$ cat src/rtl/alu_arbiter.sv
// rtl/alu_arbiter.sv - round-robin arbiter sharing one registered 16-bit ALU among NREQ requesters
// Optional build macro: ALU_ARB_STATS_EN (adds op_count / ovf_count statistics outputs)
module alu_arbiter #(
  parameter int BW   = 16,
  parameter int NREQ = 4,
  localparam int IDW = (NREQ > 1) ? $clog2(NREQ) : 1
) (
  input  logic                 clk,
  input  logic                 rst_n,
  input  logic [NREQ-1:0]      req_valid,
  output logic [NREQ-1:0]      req_ready,
  input  logic [NREQ*BW-1:0]   req_a,
  input  logic [NREQ*BW-1:0]   req_b,
  input  logic [NREQ*4-1:0]    req_op,
  output logic                 rsp_valid,
  input  logic                 rsp_ready,
  output logic [IDW-1:0]       rsp_id,
  output logic [BW-1:0]        rsp_data,
  output logic [2:0]           rsp_flags
`ifdef ALU_ARB_STATS_EN
  ,
  output logic [31:0]          op_count,
  output logic [15:0]          ovf_count
`endif
);

  // FSM encoding: a grant in IDLE, one compute cycle, then hold the response
  localparam logic [1:0] ST_IDLE = 2'd0;
  localparam logic [1:0] ST_EXEC = 2'd1;
  localparam logic [1:0] ST_RESP = 2'd2;

  localparam logic [3:0] OP_ADD   = 4'b0000;
  localparam logic [3:0] OP_SUB   = 4'b0001;
  localparam logic [3:0] OP_AND   = 4'b0010;
  localparam logic [3:0] OP_OR    = 4'b0011;
  localparam logic [3:0] OP_XOR   = 4'b0100;
  localparam logic [3:0] OP_INC   = 4'b0101;
  localparam logic [3:0] OP_PASSA = 4'b0110;
  localparam logic [3:0] OP_PASSB = 4'b0111;

  // Largest positive two's-complement value; INC overflows only from here
  localparam logic [BW-1:0] MAX_POS = {1'b0, {(BW-1){1'b1}}};

  logic [1:0]     r_state;
  logic [IDW-1:0] r_last;
  logic [IDW-1:0] r_id;
  logic [BW-1:0]  r_a;
  logic [BW-1:0]  r_b;
  logic [3:0]     r_op;

  logic           r_rsp_valid;
  logic [IDW-1:0] r_rsp_id;
  logic [BW-1:0]  r_rsp_data;
  logic [2:0]     r_rsp_flags;

  logic           w_grant_found;
  logic [IDW-1:0] w_grant_idx;
  logic [BW-1:0]  w_sel_a;
  logic [BW-1:0]  w_sel_b;
  logic [3:0]     w_sel_op;
  logic [BW-1:0]  w_result;
  logic           w_ovf;
  logic [2:0]     w_flags;
  logic           w_rsp_fire;

  // Round-robin search: first valid requester after the last winner, wrapping modulo NREQ
  always_comb begin
    logic [IDW-1:0] w_cand;
    w_grant_found = 1'b0;
    w_grant_idx   = '0;
    w_cand        = '0;
    for (int k = 1; k <= NREQ; k++) begin
      w_cand = IDW'((int'(r_last) + k) % NREQ);
      if (!w_grant_found && req_valid[w_cand]) begin
        w_grant_found = 1'b1;
        w_grant_idx   = w_cand;
      end
    end
  end

  // Grant is combinational so the requester sees its handshake in the same IDLE cycle
  always_comb begin
    req_ready = '0;
    if (r_state == ST_IDLE && w_grant_found) begin
      req_ready[w_grant_idx] = 1'b1;
    end
  end

  // Operand/opcode mux for the winning requester
  always_comb begin
    w_sel_a  = req_a[w_grant_idx*BW +: BW];
    w_sel_b  = req_b[w_grant_idx*BW +: BW];
    w_sel_op = req_op[w_grant_idx*4 +: 4];
  end

  // ALU on the latched operands; overflow uses the sign-bit rules of each operation
  always_comb begin
    w_result = '0;
    w_ovf    = 1'b0;
    case (r_op)
      OP_ADD: begin
        w_result = r_a + r_b;
        w_ovf    = (r_a[BW-1] == r_b[BW-1]) && (w_result[BW-1] != r_a[BW-1]);
      end
      OP_SUB: begin
        w_result = r_a - r_b;
        w_ovf    = (r_a[BW-1] != r_b[BW-1]) && (w_result[BW-1] != r_a[BW-1]);
      end
      OP_AND:   w_result = r_a & r_b;
      OP_OR:    w_result = r_a | r_b;
      OP_XOR:   w_result = r_a ^ r_b;
      OP_INC: begin
        w_result = r_a + BW'(1);
        w_ovf    = (r_a == MAX_POS);
      end
      OP_PASSA: w_result = r_a;
      OP_PASSB: w_result = r_b;
      default:  w_result = '0;
    endcase
    w_flags = {w_ovf, w_result[BW-1], (w_result == '0)};
  end

  assign w_rsp_fire = r_rsp_valid && rsp_ready;

  // Control FSM with operand latch and registered response
  always_ff @(posedge clk or negedge rst_n) begin
    if (!rst_n) begin
      r_state     <= ST_IDLE;
      r_last      <= IDW'(NREQ - 1);
      r_id        <= '0;
      r_a         <= '0;
      r_b         <= '0;
      r_op        <= '0;
      r_rsp_valid <= 1'b0;
      r_rsp_id    <= '0;
      r_rsp_data  <= '0;
      r_rsp_flags <= '0;
    end else begin
      case (r_state)
        ST_IDLE: begin
          if (w_grant_found) begin
            r_a     <= w_sel_a;
            r_b     <= w_sel_b;
            r_op    <= w_sel_op;
            r_id    <= w_grant_idx;
            r_last  <= w_grant_idx;
            r_state <= ST_EXEC;
          end
        end
        ST_EXEC: begin
          r_rsp_data  <= w_result;
          r_rsp_flags <= w_flags;
          r_rsp_id    <= r_id;
          r_rsp_valid <= 1'b1;
          r_state     <= ST_RESP;
        end
        ST_RESP: begin
          if (w_rsp_fire) begin
            r_rsp_valid <= 1'b0;
            r_state     <= ST_IDLE;
          end
        end
        default: begin
          r_rsp_valid <= 1'b0;
          r_state     <= ST_IDLE;
        end
      endcase
    end
  end

  assign rsp_valid = r_rsp_valid;
  assign rsp_id    = r_rsp_id;
  assign rsp_data  = r_rsp_data;
  assign rsp_flags = r_rsp_flags;

`ifdef ALU_ARB_STATS_EN
  logic [31:0] r_op_count;
  logic [15:0] r_ovf_count;

  // Saturating counters of completed responses and of those reporting overflow
  always_ff @(posedge clk or negedge rst_n) begin
    if (!rst_n) begin
      r_op_count  <= '0;
      r_ovf_count <= '0;
    end else if (w_rsp_fire) begin
      if (r_op_count != 32'hFFFF_FFFF) begin
        r_op_count <= r_op_count + 32'd1;
      end
      if (r_rsp_flags[2] && (r_ovf_count != 16'hFFFF)) begin
        r_ovf_count <= r_ovf_count + 16'd1;
      end
    end
  end

  assign op_count  = r_op_count;
  assign ovf_count = r_ovf_count;
`endif

endmodule

$ cat config.mk
export PLATFORM = sky130hd
export DESIGN_NAME = alu_arbiter
export DESIGN_NICKNAME = d
export VERILOG_FILES = /design/src/rtl/alu_arbiter.sv
export SDC_FILE = /design/constraint.sdc
export NUM_CORES = 1
export LEC_CHECK = 0
export BUFFER_PORTS_ARGS = -buffer_cell sky130_fd_sc_hd__buf_2
export CAP_MARGIN = 10
export CORE_AREA = 4 4 112 114
export CTS_CLUSTER_DIAMETER = 80
export CTS_CLUSTER_SIZE = 24
export DETAILED_ROUTE_END_ITERATION = 8
export DIE_AREA = 0 0 116 118
export PLACE_DENSITY = 0.91
export SLEW_MARGIN = 20
export SYNTH_ARGS = -nofsm -noshare
export SYNTH_HDL_FRONTEND = slang
export SYNTH_SLANG_ARGS = --single-unit
$ cat constraint.sdc
create_clock -name clk -period 6.5 [get_ports clk]
set_input_delay 1.95 -clock clk [delete_from_list [all_inputs] [get_ports clk]]
set_output_delay 1.95 -clock clk [all_outputs]
set_load 0.005 [all_outputs]
**Yosys cells after proc, flatten, opt, wreduce, memory -nomap -nowiden**

Index checks and enable logic that the tools add are counted.

- Input bits: 151
- Word-level logic and storage cells: 89
- Register bits after elaboration: 64
- Output and inout bits: 26

- Shift operators: 3
- Add/sub/neg operators: 7
- Reductions and logical operators: 17
- Bitwise gates (word level): 4
- Order comparisons: 6
- Eq/ne operators: 16
- Mux-type cells: 26

Operator list:

| operator | count |
|---|---|
| $pmux W16 S8 | 1 |
| $shiftx A64 B7 Y16 | 2 |
| $add A16 B1 Y16 const B | 1 |
| $add A16 B16 Y16 | 1 |
| $and A16 B16 Y16 | 1 |
| $eq A16 B15 Y1 const B | 1 |
| $eq A4 B3 Y1 const B | 4 |
| $logic_not A16 Y1 | 1 |
| $or A16 B16 Y16 | 1 |
| $shiftx A16 B5 Y4 | 1 |
| $sub A16 B16 Y16 | 1 |
| $xor A16 B16 Y16 | 1 |
| $lt A2 B3 Y1 const B | 5 |
| $mux W2 | 6 |
| $mux W1 | 10 |
| $bmux W1 S2 | 4 |
| $eq A4 B2 Y1 const B | 2 |
| $logic_and A1 B1 Y1 | 8 |
| $pmux W1 S3 | 2 |
| $pmux W2 S3 | 1 |
| $reduce_and A2 Y1 | 3 |
| $add A2 B1 Y2 const B | 2 |
| $add A2 B2 Y2 const B | 2 |
| $eq A4 B1 Y1 const B | 1 |
| 12 further kinds | 17 |

**Depth between registers and ports, before layout**

Gate-level depths: netlist (run 1).

- Depth after elaboration: 18
- Mapped depth: 12
- Depth with buffers taken out: 12

**Worst setup path after synthesis (run 1)**

Ideal clock, no wire load.

- Kind: input-to-output
- Start: input port req_valid[1]
- End: output port req_ready[1]
- Path buffers: 3
- Path slack: 1381 ps
- Required time: 4550 ps
- Stages: 8
- Data arrival time: 3169 ps
- Cells stage by stage: nor2_1 > a211o_1 > clkbuf_1 > inv_1 > clkbuf_1 > clkbuf_1 > nand2_1 > nor2_1

- Word-level cells in the longest chain between the ends: 17
- Elaborated cells on any way between the ends: 29
- Those cells by class: order compare: 2; mux: 19; reduce/logical: 8

Ends and longest elaborated chain:

| element | RTL line | text |
|---|---|---|
| start: declaration | 10 | `input logic [NREQ-1:0] req_valid,` |
| $bmux W1 S2 | 74 | `if (!w_grant_found && req_valid[w_cand]) begin` |
| $mux W1 (implied by the code) | 74 |  |
| $mux W1 | 74 |  |
| $logic_not A1 Y1 | 74 |  |
| $logic_and A1 B1 Y1 | 74 |  |
| $mux W1 | 74 |  |
| $logic_not A1 Y1 | 74 |  |
| $logic_and A1 B1 Y1 | 74 |  |
| $mux W1 | 74 |  |
| $logic_not A1 Y1 | 74 |  |
| $logic_and A1 B1 Y1 | 74 |  |
| $mux W2 | 74 |  |
| $lt A2 B3 Y1 (implied by the code) / $ge A2 B1 Y1 (equally long branches) | 85 | `req_ready[w_grant_idx] = 1'b1;` |
| $logic_and A1 B1 Y1 (implied by the code) | 85 |  |
| $mux W1 (implied by the code) | 85 |  |
| $demux W1 S2 | 85 |  |
| $mux W4 * | 84 | `if (r_state == ST_IDLE && w_grant_found) begin` |
| end: declaration | 11 | `output logic [NREQ-1:0] req_ready,` |

Mark *: on every way between the ends. The rest lies on a longest branch, timed or not. The select of a mux whose other input is x is not followed.

**Worst setup path in the final report (run 1)**

- Start: input port req_valid[3]
- End: output port req_ready[0]

Same word-level chain as after synthesis.

==> metrics list, run 1 <==
* Number of global-route vias before repair: 6678
* Final worst clock skew: 0.00406 ns
- The routed design could run at a clock period as short as 5.06 ns.
* Number of cells traversed by the worst hold path: 2
- The number of clock buffers added by TritonCTS is 9.
* Fin Setup TNS: 0 ns
- Static leakage: 3.65 nW
* Via count: 7270
- The initial antenna violation count came to 2.
- Final-stage net count: 1237
- The finished cells cover 7850 um2.
- Based on the critical path, the design can be clocked at up to 197 MHz.
- Total power consumption of the routed design: 4.63 mW
- Slew at the pin closest to its max-slew limit: 0.974 ns
* Sinks on Clock Net: 63
- The worst register-to-register path has a setup slack of 3.01 ns.
- STA puts the critical path data required time at 4.55 ns.
- Destination of the worst register-to-register timing path: rsp_flags[0]$_DFFE_PN0P_
- Placed inst area: 7550 um2
- Measured against its own limit, the worst slew margin works out to 35.1%.
- Area added between synthesis and finish: 17.8%
- # resized after CTS: 0
- Path class of the lowest-slack min-delay path: reg -> reg
- Post-CTS repair timing setup buffer count: 0
* Clock latency of the later-clocked register in the worst-skew pair: 0.34 ns
- Clock-pin slew on the worst setup and hold paths: 0.05 ns
- Max VDD drop: 349 uV
* Distinct cells, synth: 78
* Max-cap viol count: 0
- Die Height: 118 um
* Via-per-instance ratio: 6.14
- The pre-antenna-repair detailed-routing pass consisted of 5 iterations.
- CTS tree: yes
- Of all nets on the critical path, the largest fanout is 5.
* Row Count: 39
- DP Cell Count: 1166
- Iter 0 DRT Violations: 618
- Number of standard cells in the final layout excluding fillers: 1184
* Number of failing setup endpoints in the final timing report: 0
* Flip-flop and latch count after synthesis: 63
- Die X-Extent: 116 um
- For this run, asynchronously set or reset flops after synthesis account for 100%.
- Hold-fix buffers, CTS: 0
- The congestion estimate from routability-driven global placement came to 0.984.
- Post-synth top cells: sky130_fd_sc_hd__nor2_1, sky130_fd_sc_hd__nand2_1, sky130_fd_sc_hd__o21ai_0, sky130_fd_sc_hd__dfrtp_1, sky130_fd_sc_hd__inv_1
- Total global routing track utilization: 30.9%
* Type of destination of the critical path: output pin
* CP Launch Type: primary input
- The synthesized netlist occupies a cell area of 6670 um2.
- Most used standard cell by instance count after synthesis: sky130_fd_sc_hd__nor2_1
- Aggregate global routing overflow: 0
- Once detailed placement completed, the half-perimeter wirelength came to 15900 um.
- Power spread over the standard cell area amounts to 590 nW/um2.
- IO Port Bufs: 176
* # DRC: 0
- During synthesis, Yosys emitted a total of 0 warnings.
- In this run the worst setup path terminates at req_ready[0].
- CTS H-tree lvls: 3
- In the finished design, the share of the clock period the worst path needs comes to 77.9%.
- RSZ-0062 raised after global routing: false
- Main synth FF type: sky130_fd_sc_hd__dfrtp_1
* Outcome: completed
- The number of nets in the synthesized netlist is 1103.
- The most critical setup path has its startpoint at req_valid[3].
- The setup path with the least slack is of type in -> out.
- CP arrival: 3.11 ns
* Std-Cell Core Area: 11400 um2
* Mapped Avg Cell Area: 7.41 um2
* Number of buffers between clock root and the deepest sink: 2
- Share of final-layout standard cells stronger than drive strength 1: 23.2%
* Final Max Tran Viols: 0
* Total Routed Length: 20800 um
- 177 I/O pins were placed.
* Final number of hold-violating endpoints: 0
* Remaining number of nets flagged by the antenna check after routing: 0
- First-pass GRT wire length: 34000 um
- The largest total area in the synthesized netlist belongs to sky130_fd_sc_hd__dfrtp_1.
* Routed wire per std cell: 17.6 um
- Share of Yosys cell area claimed by the top area cell type: 22.9%
- In this run, synthesis inferred 0 flip-flops with an integrated enable.
- In this run the clock root is driven by a sky130_fd_sc_hd__clkbuf_16.
- The die covers 13700 um2.
- R2R depth: 12
* Cell types occupying the most area after synthesis: sky130_fd_sc_hd__dfrtp_1, sky130_fd_sc_hd__ha_1, sky130_fd_sc_hd__nor2_1
- Entering global routing, the biggest net connects 75 pins.
- Startpoint of the worst register-to-register path: r_a[0]$_DFFE_PN0P_
- Counting every instance in the synthesized netlist gives 900.
- Starting density of the core: 58.4%
* Share of synthesized area occupied by flip-flops and latches: 23.7%
-- cell families after synthesis --
kind of cell / synth area share (%)
AO/OA/AOI/OAI: 24.6
XOR/XNOR: 2.10
adder cells (fa/ha/maj): 9.98
buffers and inverters: 7.60
flip-flops: 23.7
multiplexers: 5.76
AND/OR/NAND/NOR: 26.3
-- where the power goes --
part | leakage (nW) | internal [mW] | total, mW | switching [mW]
clock network | 0.138 | 0.306 | 0.488 | 0.182
registers | 0.765 | 0.597 | 0.807 | 0.210
logic | 2.75 | 1.29 | 3.34 | 2.05
total | 3.65 | 2.19 | 4.63 | 2.44
-- stage by stage --
| stage | setup WS (ns) | hold WS, ns | utilization [%] |
|---|---|---|---|
| after floorplan | 1.38 | 0.446 | - |
| after global placement | 1.45 | 0.448 | 66.1 |
| after detailed placement | 1.43 | 0.460 | 66.1 |
| after CTS | 1.43 | 0.474 | 68.7 |
| after global routing | 1.29 | 0.503 | 68.8 |
| final | 1.44 | 0.467 | 68.8 |
-- state kept, by name, indices dropped and copies added, names as in the netlist --
signal and cells:
r_a 16, r_b 16, rsp_data 15, r_op 4
rsp_flags 3, r_id 2, r_last 2, r_state 2
rsp_id 2, rsp_valid 1
-- cell type report --
| class | instances | area, um2 |
|---|---|---|
| Multi-Input combinational cell | 715 | 4620 |
| Fill cell | 980 | 3560 |
| Sequential cell | 63 | 1580 |
| Antenna cell | 2 | 5.00 |
| Tap cell | 143 | 179 |
| Clock inverter | 5 | 57.6 |
| Clock buffer | 11 | 243 |
| Inverter | 60 | 225 |
| Timing Repair Buffer | 185 | 948 |
-- per-layer routing --
metal  global-route usage (%)  part of all wire, %
met1                     43.9                   41
met2                     46.7                   45
met3                     5.09                   10
met4                     12.1                  3.3
met5                        0                    0
-- cell usage in the layout (no fill, tap or decap), drive strengths merged, types with 14 or more instances in the layout --
master | Yosys | final
nor3 | 23 | 23
mux4 | 14 | 14
o211ai | 42 | 42
xnor2 | 16 | 16
ha | 50 | 50
o21ai | 76 | 76
inv | 59 | 58
buf | 17 | 185
a21oi | 26 | 26
nor2 | 151 | 151
dfrtp | 61 | 61
nand2b | 15 | 15
nand3 | 43 | 43
nand2 | 110 | 110
-- how the worst min path moves through the flow --
stage	start	end	slack [ns]
after floorplan	r_id[1]$_DFFE_PN0P_	r_id[1]$_DFFE_PN0P_	0.45
after global placement	rsp_data[14]$_DFFE_PN0P_	rsp_data[14]$_DFFE_PN0P_	0.45
after global routing	rsp_data[14]$_DFFE_PN0P_	rsp_data[14]$_DFFE_PN0P_	0.50
final	rsp_data[14]$_DFFE_PN0P_	rsp_data[14]$_DFFE_PN0P_	0.47
after CTS	rsp_flags[2]$_DFFE_PN0P_	rsp_flags[2]$_DFFE_PN0P_	0.47
after detailed placement	rsp_flags[2]$_DFFE_PN0P_	rsp_flags[2]$_DFFE_PN0P_	0.46
-- worst max-delay path, cell delays in order --
cell and delay, ns:
sky130_fd_sc_hd__buf_2 0.15, sky130_fd_sc_hd__inv_1 0.05, sky130_fd_sc_hd__o21ai_0 0.14, sky130_fd_sc_hd__nor2_1 0.05
sky130_fd_sc_hd__a31oi_1 0.33, sky130_fd_sc_hd__a21oi_1 0.12, sky130_fd_sc_hd__and3_1 0.20, sky130_fd_sc_hd__buf_2 0.12
Note: power is estimated with default switching activity, not from simulation.
==> run 2: changes to the inputs <==
--- a/config.mk
+++ b/config.mk
@@ -7,12 +7,12 @@
 export LEC_CHECK = 0
 export BUFFER_PORTS_ARGS = -buffer_cell sky130_fd_sc_hd__buf_2
 export CAP_MARGIN = 10
-export CORE_AREA = 4 4 112 114
+export CORE_AREA = 4 4 116 118
 export CTS_CLUSTER_DIAMETER = 80
 export CTS_CLUSTER_SIZE = 24
 export DETAILED_ROUTE_END_ITERATION = 8
-export DIE_AREA = 0 0 116 118
-export PLACE_DENSITY = 0.91
+export DIE_AREA = 0 0 120 122
+export PLACE_DENSITY = 0.86
 export SLEW_MARGIN = 20
 export SYNTH_ARGS = -nofsm -noshare
 export SYNTH_HDL_FRONTEND = slang
==> constraint.sdc (replaced) <==
create_clock -name clk -period 5.1 [get_ports clk]
set_input_delay 1.53 -clock clk [delete_from_list [all_inputs] [get_ports clk]]
set_output_delay 1.53 -clock clk [all_outputs]
set_load 0.005 [all_outputs]
==> metrics list, run 2 (synthesis gave the netlist of run 1 again) <==
* Number of standard cells in the final layout excluding fillers: 1212 (+2.4%)
* Max VDD drop: 311 uV (-11%)
* Outcome: completed
* CP peak stage delay: 0.32 ns (about the same)
* Final worst clock skew: 0.00516 ns (+0.00110 ns)
* Number of failing setup endpoints in the final timing report: 0 (unchanged)
- The sum of overflow across all layers after global routing was 0 (unchanged).
* Iter 0 DRT Violations: 681 (+10%)
- Commonest non-fill, non-tap cells in the layout: sky130_fd_sc_hd__buf_2, sky130_fd_sc_hd__nor2_1, sky130_fd_sc_hd__nand2_1, sky130_fd_sc_hd__o21ai_0, sky130_fd_sc_hd__dfrtp_1
* Startpoint of the worst register-to-register path: r_a[10]$_DFFE_PN0P_
* Bufs and invs on worst path: 3 (unchanged)
- Via-per-instance ratio: 5.92 (-3.6%)
* Static leakage: 3.67 nW (+0.52%)
- The number of clock buffers inserted by TritonCTS came to 9 (unchanged).
* Path class of the lowest-slack min-delay path: reg -> reg
* Hold-fix buffers, CTS: 0 (unchanged)
- Total global routing track utilization: 29.2% (-1.7 points)
- The library cell used most frequently in the layout, excluding fill and tap cells, is sky130_fd_sc_hd__buf_2.
- Number of filler cells placed in the layout: 1118 (+14%)
- Destination of the worst register-to-register timing path: rsp_flags[0]$_DFFE_PN0P_
* IO Port Bufs: 176 (unchanged)
- Sinks on Clock Net: 63 (unchanged)
* Data required time at the worst endpoint: 3.57 ns (-0.98 ns)
* Global-route track usage on met2: 44.5% (-2.2 points)
- DP Cell Count: 1196 (+2.6%)
* DPL Wire Length: 16300 um (+2.4%)
- The total number of nets in the final design is 1238 (+0.081%).
- Reg area: 1580 um2 (unchanged)
* Final Cycle Share: 82.8%
* Total power consumption of the routed design: 5.94 mW (+28%)
- Number of stages on the worst setup path: 9 (+1)
* Routed wire per std cell: 17.4 um (-0.92%)
- Worst hold margin: 0.460 ns (-0.00724 ns)
- Std-Cell Core Area: 12500 um2 (+9.2%)
- Total Routed Length: 21100 um (+1.4%)
- # DRC: 0 (unchanged)
- The most critical setup path has its startpoint at req_valid[3].
- The latest clock arrival within the worst-skew pair is 0.34 ns (about the same).
- The initial antenna violation count was 1 (-1).
* Top-level port count: 177 (unchanged)
- Remaining number of nets flagged by the antenna check after routing: 0 (unchanged)
- CTS tree: yes
* Final Wtd Congestion: 0.960 (-2.4%)
* Fin Setup TNS: 0 ns (unchanged)
* CP arrival: 2.69 ns (-0.42 ns)
- Via count: 7172 (-1.3%)
- The maximum clock path buffer count is 2 (unchanged).
- CP Launch Type: primary input
- The wire length of the first global-routing pass was 34200 um (+0.53%).
* Final number of hold-violating endpoints: 0 (unchanged)
- Worst Setup Slack, final: 0.877 ns (-0.558 ns)
- In this run the clock root is driven by a sky130_fd_sc_hd__clkbuf_16.
- Utilization after layout: 63.5% (-5.3 points)
- Ordered cell list for the critical path: buf_2 > inv_1 > o21ai_0 > nor2_1 > a31oi_1 > a21oi_1 > nand2_1 > nor2_1 > buf_2
- Final Max Tran Viols: 0 (unchanged)
* Post-CTS repair timing setup buffer count: 0 (unchanged)
* Die Height: 122 um (+3.4%)
- Post-Place Setup Slack: 0.887 ns (-0.545 ns)
* # resized after CTS: 0 (unchanged)
- STA classifies the critical path endpoint as an output pin.
* Min Tclk post-route: 4.22 ns
* Layout Cell Area excl Fill: 7910 um2 (+0.76%)
* CTS H-tree lvls: 3 (unchanged)
* RSZ-0062 raised after global routing: false
- Slowest cell on the critical path: sky130_fd_sc_hd__a31oi_1
* Worst relative slew slack: 36.3% (+1.3 points)
* Maximum operating frequency: 237 MHz
- Among cell families on the critical path, the largest total delay comes from compound AO/OA/AOI/OAI gates.
- Number of global-route vias before repair: 6677 (-0.015%)
* Share of final-layout standard cells stronger than drive strength 1: 23.4% (+0.19 points)
- Die X-Extent: 120 um (+3.4%)
* Power density over the cells: 751 nW/um2 (+27%)
* M3 GR Usage: 6.73% (+1.6 points)
- The slew at the pin closest to its max-slew limit was 0.951 ns (-0.0230 ns).
- First-pass detailed-route iteration total: 5 (unchanged)
* Setup CP Type: in -> out
- Area of combinational cells with multiple inputs: 4630 um2 (+0.19%)
- Row Count: 41 (+5.1%)
* Starting density of the core: 53.5% (-4.9 points)
- Max-cap viol count: 0 (unchanged)
* Maximum number of pins on one net before global-route repair: 75 (unchanged)
- Worst setup path endpoint: req_ready[2]
- The post-placement cell area is 7610 um2 (+0.86%).
* Routing layer with the top usage in global route: met2
* Worst Path Max Fanout: 5 (unchanged)
- R2R setup slack: 1.53 ns (-1.48 ns)
- Met1 usage: 40.7% (-3.2 points)
* Die Outline Area: 14600 um2 (+7.0%)
- The worst reg-to-reg path cell count was 11 (-1).
- Clock-pin slew on the worst setup and hold paths: 0.05 ns (about the same)
* Area added between synthesis and finish: 18.7%
## run 2: worst min-delay path by stage
stage	start	endpoint	slack, ns	cells past startpoint
after floorplan	r_id[1]$_DFFE_PN0P_	r_id[1]$_DFFE_PN0P_	0.45	2
after global placement	rsp_data[14]$_DFFE_PN0P_	rsp_data[14]$_DFFE_PN0P_	0.45	2
after detailed placement	rsp_data[14]$_DFFE_PN0P_	rsp_data[14]$_DFFE_PN0P_	0.46	2
after CTS	rsp_data[14]$_DFFE_PN0P_	rsp_data[14]$_DFFE_PN0P_	0.47	2
after global routing	rsp_flags[2]$_DFFE_PN0P_	rsp_flags[2]$_DFFE_PN0P_	0.50	2
final	rsp_data[14]$_DFFE_PN0P_	rsp_data[14]$_DFFE_PN0P_	0.46	2
## run 2: final cells by class
class	count	area share (%)
Tap cell	172	2.72
Antenna cell	1	0.0316
Clock buffer	10	3.02
Sequential cell	63	20.0
Clock inverter	5	0.743
Timing Repair Buffer	186	12.2
Multi-Input combinational cell	715	58.5
Inverter	60	2.85
## run 2: worst min-delay path: stages, from the launching register on
cell and delay, ns:
sky130_fd_sc_hd__dfrtp_1 0.34, sky130_fd_sc_hd__nand2_1 0.05, sky130_fd_sc_hd__nand2_1 0.04
## run 2: power by group
group	internal (mW)	leakage, nW	switching [mW]
sequential	0.761	0.765	0.290
clock	0.388	0.141	0.228
combinational	1.66	2.76	2.62
## run 2: metal layers
metal	vias up	wire length [um]
li1	3452	-
met1	3284	9050
met2	396	9380
met3	40	2120
met4	0	544
met5	-	0
